`src/rtl/frame_max_pkg.sv`:
```
// Shared definitions for the frame_max block: FSM state encoding and
// default datapath widths. Optional minimum tracking is enabled by
// defining FRAME_MAX_MIN_EN.
package frame_max_pkg;

    // Default sample/result width and sample-counter width.
    localparam int DW_DEF = 8;
    localparam int CW_DEF = 8;

    // Frame FSM states.
    typedef enum logic [1:0] {
        IDLE = 2'd0,   // no frame open
        ACC  = 2'd1,   // frame open, accumulating
        HOLD = 2'd2    // result presented, waiting for consumer
    } state_t;

endpackage

```
`src/rtl/frame_max_if.sv`:
```
// Handshake bundle for frame_max: sample input stream and result output.
// out_min exists only when FRAME_MAX_MIN_EN is defined.
interface frame_max_if
    import frame_max_pkg::*;
#(
    parameter int DW = DW_DEF,
    parameter int CW = CW_DEF
);
    logic          in_valid;
    logic          in_ready;
    logic [DW-1:0] in_data;
    logic          in_last;
    logic          out_valid;
    logic          out_ready;
    logic [DW-1:0] out_max;
    logic [CW-1:0] out_count;
`ifdef FRAME_MAX_MIN_EN
    logic [DW-1:0] out_min;
`endif

    // Producer/consumer side (drives samples, takes results).
    modport master (
        output in_valid, in_data, in_last, out_ready,
        input  in_ready, out_valid, out_max, out_count
`ifdef FRAME_MAX_MIN_EN
        , input out_min
`endif
    );

    // Block side.
    modport slave (
        input  in_valid, in_data, in_last, out_ready,
        output in_ready, out_valid, out_max, out_count
`ifdef FRAME_MAX_MIN_EN
        , output out_min
`endif
    );
endinterface

```
`src/rtl/frame_max_cmp_sel.sv`:
```
// Combinational unsigned two-input select: returns the larger input when
// PICK_MAX=1, the smaller otherwise. On equal inputs both are the same
// value, so ties leave the running extreme unchanged.
module cmp_sel #(
    parameter int DW       = 8,
    parameter bit PICK_MAX = 1'b1
) (
    input  logic [DW-1:0] a,
    input  logic [DW-1:0] b,
    output logic [DW-1:0] y
);
    // Unsigned compare and select.
    always_comb begin
        if (PICK_MAX) y = (b > a) ? b : a;
        else          y = (b < a) ? b : a;
    end
endmodule

```
`src/rtl/frame_max.sv`:
```
// frame_max: tracks the largest unsigned sample and the saturating sample
// count of each frame, presenting the result for one handshake.
// Optional: FRAME_MAX_MIN_EN adds out_min (smallest sample of the frame).
module frame_max
    import frame_max_pkg::*;
#(
    parameter int DW = DW_DEF,
    parameter int CW = CW_DEF
) (
    input  logic        clk,
    input  logic        rst_n,
    frame_max_if.slave  bus
);
    localparam logic [CW-1:0] CNT_ONE = CW'(1);
    localparam logic [CW-1:0] CNT_SAT = '1;

    state_t        state_q, state_d;
    logic          in_ready, out_valid, accept;
    logic [DW-1:0] max_q, max_sel;
    logic [CW-1:0] count_q;

    assign accept = bus.in_valid & in_ready;

    cmp_sel #(.DW(DW), .PICK_MAX(1'b1)) u_max_sel (
        .a (max_q),
        .b (bus.in_data),
        .y (max_sel)
    );

`ifdef FRAME_MAX_MIN_EN
    logic [DW-1:0] min_q, min_sel;

    cmp_sel #(.DW(DW), .PICK_MAX(1'b0)) u_min_sel (
        .a (min_q),
        .b (bus.in_data),
        .y (min_sel)
    );

    // Running minimum: seeded by the first sample, then the smaller kept.
    always_ff @(posedge clk or negedge rst_n) begin
        if (!rst_n)                      min_q <= '0;
        else if (accept && state_q == IDLE) min_q <= bus.in_data;
        else if (accept)                 min_q <= min_sel;
    end

    assign bus.out_min = min_q;
`endif

    // State register.
    always_ff @(posedge clk or negedge rst_n) begin
        // NOTE: sequential state uses non-blocking assignments so every
        // register samples pre-edge values regardless of block ordering.
        if (!rst_n) state_q <= IDLE;
        else        state_q <= state_d;
    end

    // Next-state logic.
    always_comb begin
        // NOTE: default first so no path through the case leaves state_d
        // unassigned, which would infer a latch.
        state_d = state_q;
        case (state_q)
            IDLE:    if (accept) state_d = bus.in_last ? HOLD : ACC;
            ACC:     if (accept && bus.in_last) state_d = HOLD;
            HOLD:    if (bus.out_ready) state_d = IDLE;
            default: state_d = IDLE;
        endcase
    end

    // Output decode: accept input except while a result is held.
    always_comb begin
        in_ready  = 1'b1;
        out_valid = 1'b0;
        case (state_q)
            HOLD: begin
                in_ready  = 1'b0;
                out_valid = 1'b1;
            end
            default: ;
        endcase
    end

    // Running maximum and saturating count; both hold between frames.
    always_ff @(posedge clk or negedge rst_n) begin
        if (!rst_n) begin
            max_q   <= '0;
            count_q <= '0;
        end else if (accept && state_q == IDLE) begin
            max_q   <= bus.in_data;
            count_q <= CNT_ONE;
        end else if (accept) begin
            max_q   <= max_sel;
            count_q <= (count_q == CNT_SAT) ? count_q : count_q + CNT_ONE;
        end
    end

    assign bus.in_ready  = in_ready;
    assign bus.out_valid = out_valid;
    assign bus.out_max   = max_q;
    assign bus.out_count = count_q;
endmodule

```
`src/flat_wrapper.sv`:
```
// flat-port wrapper written by rule: the top's interface ports become plain ports
module frame_max_flat import frame_max_pkg::*;
#(
    parameter int DW = DW_DEF,
    parameter int CW = CW_DEF
)
  (clk, rst_n, bus_in_valid, bus_in_data, bus_in_last, bus_out_ready, bus_in_ready, bus_out_valid, bus_out_max, bus_out_count);
  frame_max_if #(.DW(DW), .CW(CW)) bus_i ();
  input  logic clk;
  input  logic rst_n;
  input wire logic [$bits(bus_i.in_valid)-1:0] bus_in_valid;
  input wire logic [$bits(bus_i.in_data)-1:0] bus_in_data;
  input wire logic [$bits(bus_i.in_last)-1:0] bus_in_last;
  input wire logic [$bits(bus_i.out_ready)-1:0] bus_out_ready;
  output wire logic [$bits(bus_i.in_ready)-1:0] bus_in_ready;
  output wire logic [$bits(bus_i.out_valid)-1:0] bus_out_valid;
  output wire logic [$bits(bus_i.out_max)-1:0] bus_out_max;
  output wire logic [$bits(bus_i.out_count)-1:0] bus_out_count;
  assign bus_i.in_valid = bus_in_valid;
  assign bus_i.in_data = bus_in_data;
  assign bus_i.in_last = bus_in_last;
  assign bus_i.out_ready = bus_out_ready;
  assign bus_in_ready = bus_i.in_ready;
  assign bus_out_valid = bus_i.out_valid;
  assign bus_out_max = bus_i.out_max;
  assign bus_out_count = bus_i.out_count;
  frame_max #(.DW(DW), .CW(CW)) u_core (.clk(clk), .rst_n(rst_n), .bus(bus_i));
endmodule
```
`config.mk`:
```
export PLATFORM = sky130hd
export DESIGN_NAME = frame_max_flat
export DESIGN_NICKNAME = d
export VERILOG_FILES = /design/src/rtl/frame_max_pkg.sv /design/src/rtl/frame_max_if.sv /design/src/rtl/frame_max_cmp_sel.sv /design/src/rtl/frame_max.sv /design/src/flat_wrapper.sv
export SDC_FILE = /design/constraint.sdc
export NUM_CORES = 1
export LEC_CHECK = 0
export ABC_CLOCK_PERIOD_IN_PS = 1920
export BUFFER_PORTS_ARGS = -buffer_cell sky130_fd_sc_hd__buf_2
export CORE_MARGIN = 2
export CORE_UTILIZATION = 40
export DETAILED_ROUTE_END_ITERATION = 10
export SETUP_SLACK_MARGIN = 0.02
export SLEW_MARGIN = 20
export SYNTH_ARGS = -nofsm -noshare
export SYNTH_HDL_FRONTEND = slang
export SYNTH_SLANG_ARGS = --single-unit
```
`constraint.sdc`:
```
create_clock -name clk -period 1.92 [get_ports clk]
set_input_delay 0.096 -clock clk [delete_from_list [all_inputs] [get_ports clk]]
set_output_delay 0.096 -clock clk [all_outputs]
set_load 0.005 [all_outputs]
```
==> summary.md <==
Global routing
- 0.2474 — met1 usage
- 0.2475 — GRT met2 Usage
- met2 — busiest layer in global routing
- 0.1692 — total global-route track usage
- 0.02535 — M3 GR Usage
- 0 — global-route congestion overflow total
- 0 — number of antenna violations at the first check in global routing
- 4298 microns — first-pass GRT wire length
- 19 — largest net degree at the start of global routing
- 936 — via count of the first global-routing pass

Timing
- 0 ps — Fin Setup TNS
- 423.7 ps — Worst-Margin Slew
- 5.407 ps — worst clock skew on the final layout
- 0.5744 GHz — Peak Freq
- 0 — Final Hold Violating Endpoints
- 0 — final slew viol count
- 0.7175 — remaining max-slew budget at the tightest pin
- 0.9068 — share of the clock period used by the worst path after layout
- 1741 ps — final worst path period need
- false — setup repair after global routing missed its margin
- 178.9 ps — smallest setup slack after layout
- 0 — final number of setup-violating endpoints

Finish
- 0.2822 — proportion of layout cells with a drive suffix above 1
- 1381 sq um — final design area excluding fillers
- 0 — total inserted antenna cells
- 450.4 sq um — area used by sequential logic in the layout
- 186 — Final Net Count
- 194 — Post-Layout Cell Count
- 599.3 sq um — total area of multi-input combinational cells
- 267 — filler instances
- 25.17% — area added between synthesis and finish

Power and ir drop
- 0.6225 mW — switching power summed over all nets
- 0.466 — Combinational Power Share
- 1.573 mW — post-layout total power
- 1139 nW/um^2 — P per Cell Area
- 703.7 uV — Worst IR Drop VDD
- 0.150 — share of power burned in the clock network
- 0.9502 mW — P_int
- 0.6819 nW — P_leak
- 0.385 — power share of the sequential group
- 0.3958 — Sw Share

Critical path
- u_core.bus.out_max[1] — reg2reg start
- 1950 ps — Critical Path AT
- flop — crit path capture type
- 8 — Max Fanout on Critical Path
- flop — kind of start point of the critical path
- u_core.bus.out_max[1] — beginning of the critical path
- 390 ps — delay of the slowest critical-path stage
- sky130_fd_sc_hd__dfrtp_1 — worst-path cell with the longest stage delay
- 2130 ps — required arrival time at the worst endpoint
- reg -> reg — Setup Crit Path Kind
- inv_1 -> ha_1 -> nor2b_1 -> o211ai_1 -> a21o_1 -> nand3_2 -> o221ai_1 — chain of cells forming the critical path

Yosys
- 26 — count of unique library cells instantiated by Yosys
- 8.828 sq um — post-synthesis area per instance
- 0.1020 — Post-Synth Adder-Cell Area
- 125 — Cells after Synth
- 0 — Ys Warns
- 1104 sq um — cell area after synthesis
- 0.1927 — share of synthesized cell area in and, or, nand and nor gates
- 0.03175 — parity-gate share of the synthesized area counting xor and xnor cells
- 147 — syn nets
- 0.1973 — area fraction in compound gates after synthesis
- 18 — count of state elements after synthesis
- compound AO/OA/AOI/OAI gates — main combinational cell family by area after synthesis
- 0.4082 — post-synthesis sequential area ratio
- 0.009070 — share of cell area taken by muxes after synthesis

Clock tree
- 18 — count of clock tree sinks
- built — TritonCTS clock tree
- 1 — level count of the clock H-tree
- 110 ps — clock transition at the registers of the reported paths
- 2 — clock buffer depth
- sky130_fd_sc_hd__clkbuf_4 — CTS root buffer
- 290 ps — clock network latency to the later pin of the worst-skew pair
- 3 — TritonCTS Buffers

Detailed routing
- 5.536 — DR vias/cell
- 13.39 microns — per-cell routed wire length
- 2597 microns — Routed WL
- 0 — number of nets with antenna violations after detailed routing
- 30 — number of design-rule violations left by the first detailed-router iteration
- 5 — number of iterations in the first detailed-routing pass
- 1074 — vias
- 0 — DRC errors left

Die
- 56.53 microns — Chip Width
- 2686 sq um — core footprint
- 3195 sq um — Die Area
- 56.53 microns — die height
- 19 — standard-cell row count
- 0.4108 — starting utilization of the core area
- 31 — number of primary I/O pins

Status
- completed — status

Placed design
- 82.14 ps — worst slack, placed
- 1928 microns — Detailed Place HPWL
- 0.7934 — gp weighted congestion
- 188 — total placed cells including tap cells
- 30 — input/output buffers
- 1314 sq um — Area after DPL

Hold path
- bus_in_last — min-delay src
- in -> reg — path type of the worst min-delay path

Run
- 0 — number of max-capacitance violations reported

## cells in the mapped netlist (all sizes together)
library cell,instances,area (sq um)
or3,2,13.77
o221ai,8,70.07
o211ai,1,7.510
nand4,3,18.77
a22oi,1,7.510
ha,9,112.6
a21o,3,22.52
nand3,12,60.06
a21oi,11,55.05
buf,2,16.26
clkbuf,2,7.510
o21ai,5,25.02
nand2,7,26.28
inv,11,41.29
xnor2,4,35.03
dfrtp,18,450.4
nor2b,1,6.260
or2b,1,8.760
o22ai,1,6.260
mux2i,1,10.01
nor3,3,15.01
nor2,17,63.81
a211oi,1,7.510
o311ai,1,16.27
## flip-flops by register name (all words and copies together), names as in the netlist
signal and cells:
u_core.bus.out_max 8, u_core.state_q 2, u_core.bus.out_count 8
## cells by family after synthesis
kind of cell               Yosys count
adders and majority gates            9
AOI/OAI and AO/OA                   32
buffers and inverters               15
muxes                                1
xor gates and xnor gates             4
and+or+nand+nor                     46
DFF                                 18
## worst max-delay path: cells and delay by family, from the launching register on
| family | cells | cell delay [ps] |
|---|---|---|
| fa+ha+maj | 1 | 300 |
| flops | 1 | 390 |
| buf+inv | 1 | 70 |
| simple gates | 2 | 330 |
| compound gates | 3 | 550 |
## what timing repair did
item	CTS	global route
hold buffers	2	0
setup buffers	0	0
setup endpoints to repair	0	8
resized for setup	0	3
hold endpoints to repair	19	0
## through the flow
stage / hold slack, ps / util
6_report: 74.59 / 0.5142
2_1_floorplan: -199.6 / -
5_1_grt: 99.82 / 0.5142
3_3_place_gp: 59.71 / 0.4891
3_5_place_dp: 58.93 / 0.4891
4_1_cts: 60.89 / 0.5100
## layout by cell type (no fill, tap or decap), types with 2 or more instances in the layout
master and count:
sky130_fd_sc_hd__nand3_1 11, sky130_fd_sc_hd__buf_2 30, sky130_fd_sc_hd__nand4_1 3, sky130_fd_sc_hd__inv_1 11, sky130_fd_sc_hd__clkbuf_4 3, sky130_fd_sc_hd__a21oi_1 11
sky130_fd_sc_hd__a21o_1 2, sky130_fd_sc_hd__xnor2_1 4, sky130_fd_sc_hd__nand2_1 7, sky130_fd_sc_hd__nor3_1 3, sky130_fd_sc_hd__o21ai_0 5, sky130_fd_sc_hd__buf_4 6
sky130_fd_sc_hd__o221ai_1 8, sky130_fd_sc_hd__dfrtp_1 18, sky130_fd_sc_hd__dlygate4sd3_1 2, sky130_fd_sc_hd__nor2_1 17, sky130_fd_sc_hd__ha_1 9
## area by class of cell
| class | instances | area share |
|---|---|---|
| Inverter | 11 | 0.02989 |
| Timing Repair Buffer | 38 | 0.1558 |
| Tap cell | 31 | 0.02808 |
| Sequential cell | 18 | 0.3261 |
| Clock buffer | 4 | 0.02627 |
| Multi-Input combinational cell | 92 | 0.4339 |
## power by group through the flow
stage | registers (mW) | logic, mW | clock network (mW)
final | 0.605 | 0.732 | 0.235
after global routing | 0.629 | 0.831 | 0.265
after global placement | 0.605 | 0.698 | 0
after detailed placement | 0.614 | 0.707 | 0
after CTS | 0.605 | 0.714 | 0.251
after floorplan | 0.617 | 0.431 | 0
## final timing paths
check	endpoint	slack [ps]	cells after the start
setup reg to reg	u_core.bus.out_max[5]	180	7
max in group asynchronous	u_core.bus.out_max[5]	1370	2
min in group asynchronous	u_core.bus.out_count[7]	250	2
hold / removal	u_core.state_q[0]	70	4
setup / recovery	u_core.bus.out_max[5]	180	7
hold reg to reg	u_core.state_q[0]	470	1
## per-layer routing
metal,part of all wire,wire length (microns)
met5,0,0
met1,0.48,1236
met4,0.0065,17
met3,0.057,147
met2,0.46,1196
Note: power is estimated with default switching activity, not from simulation.
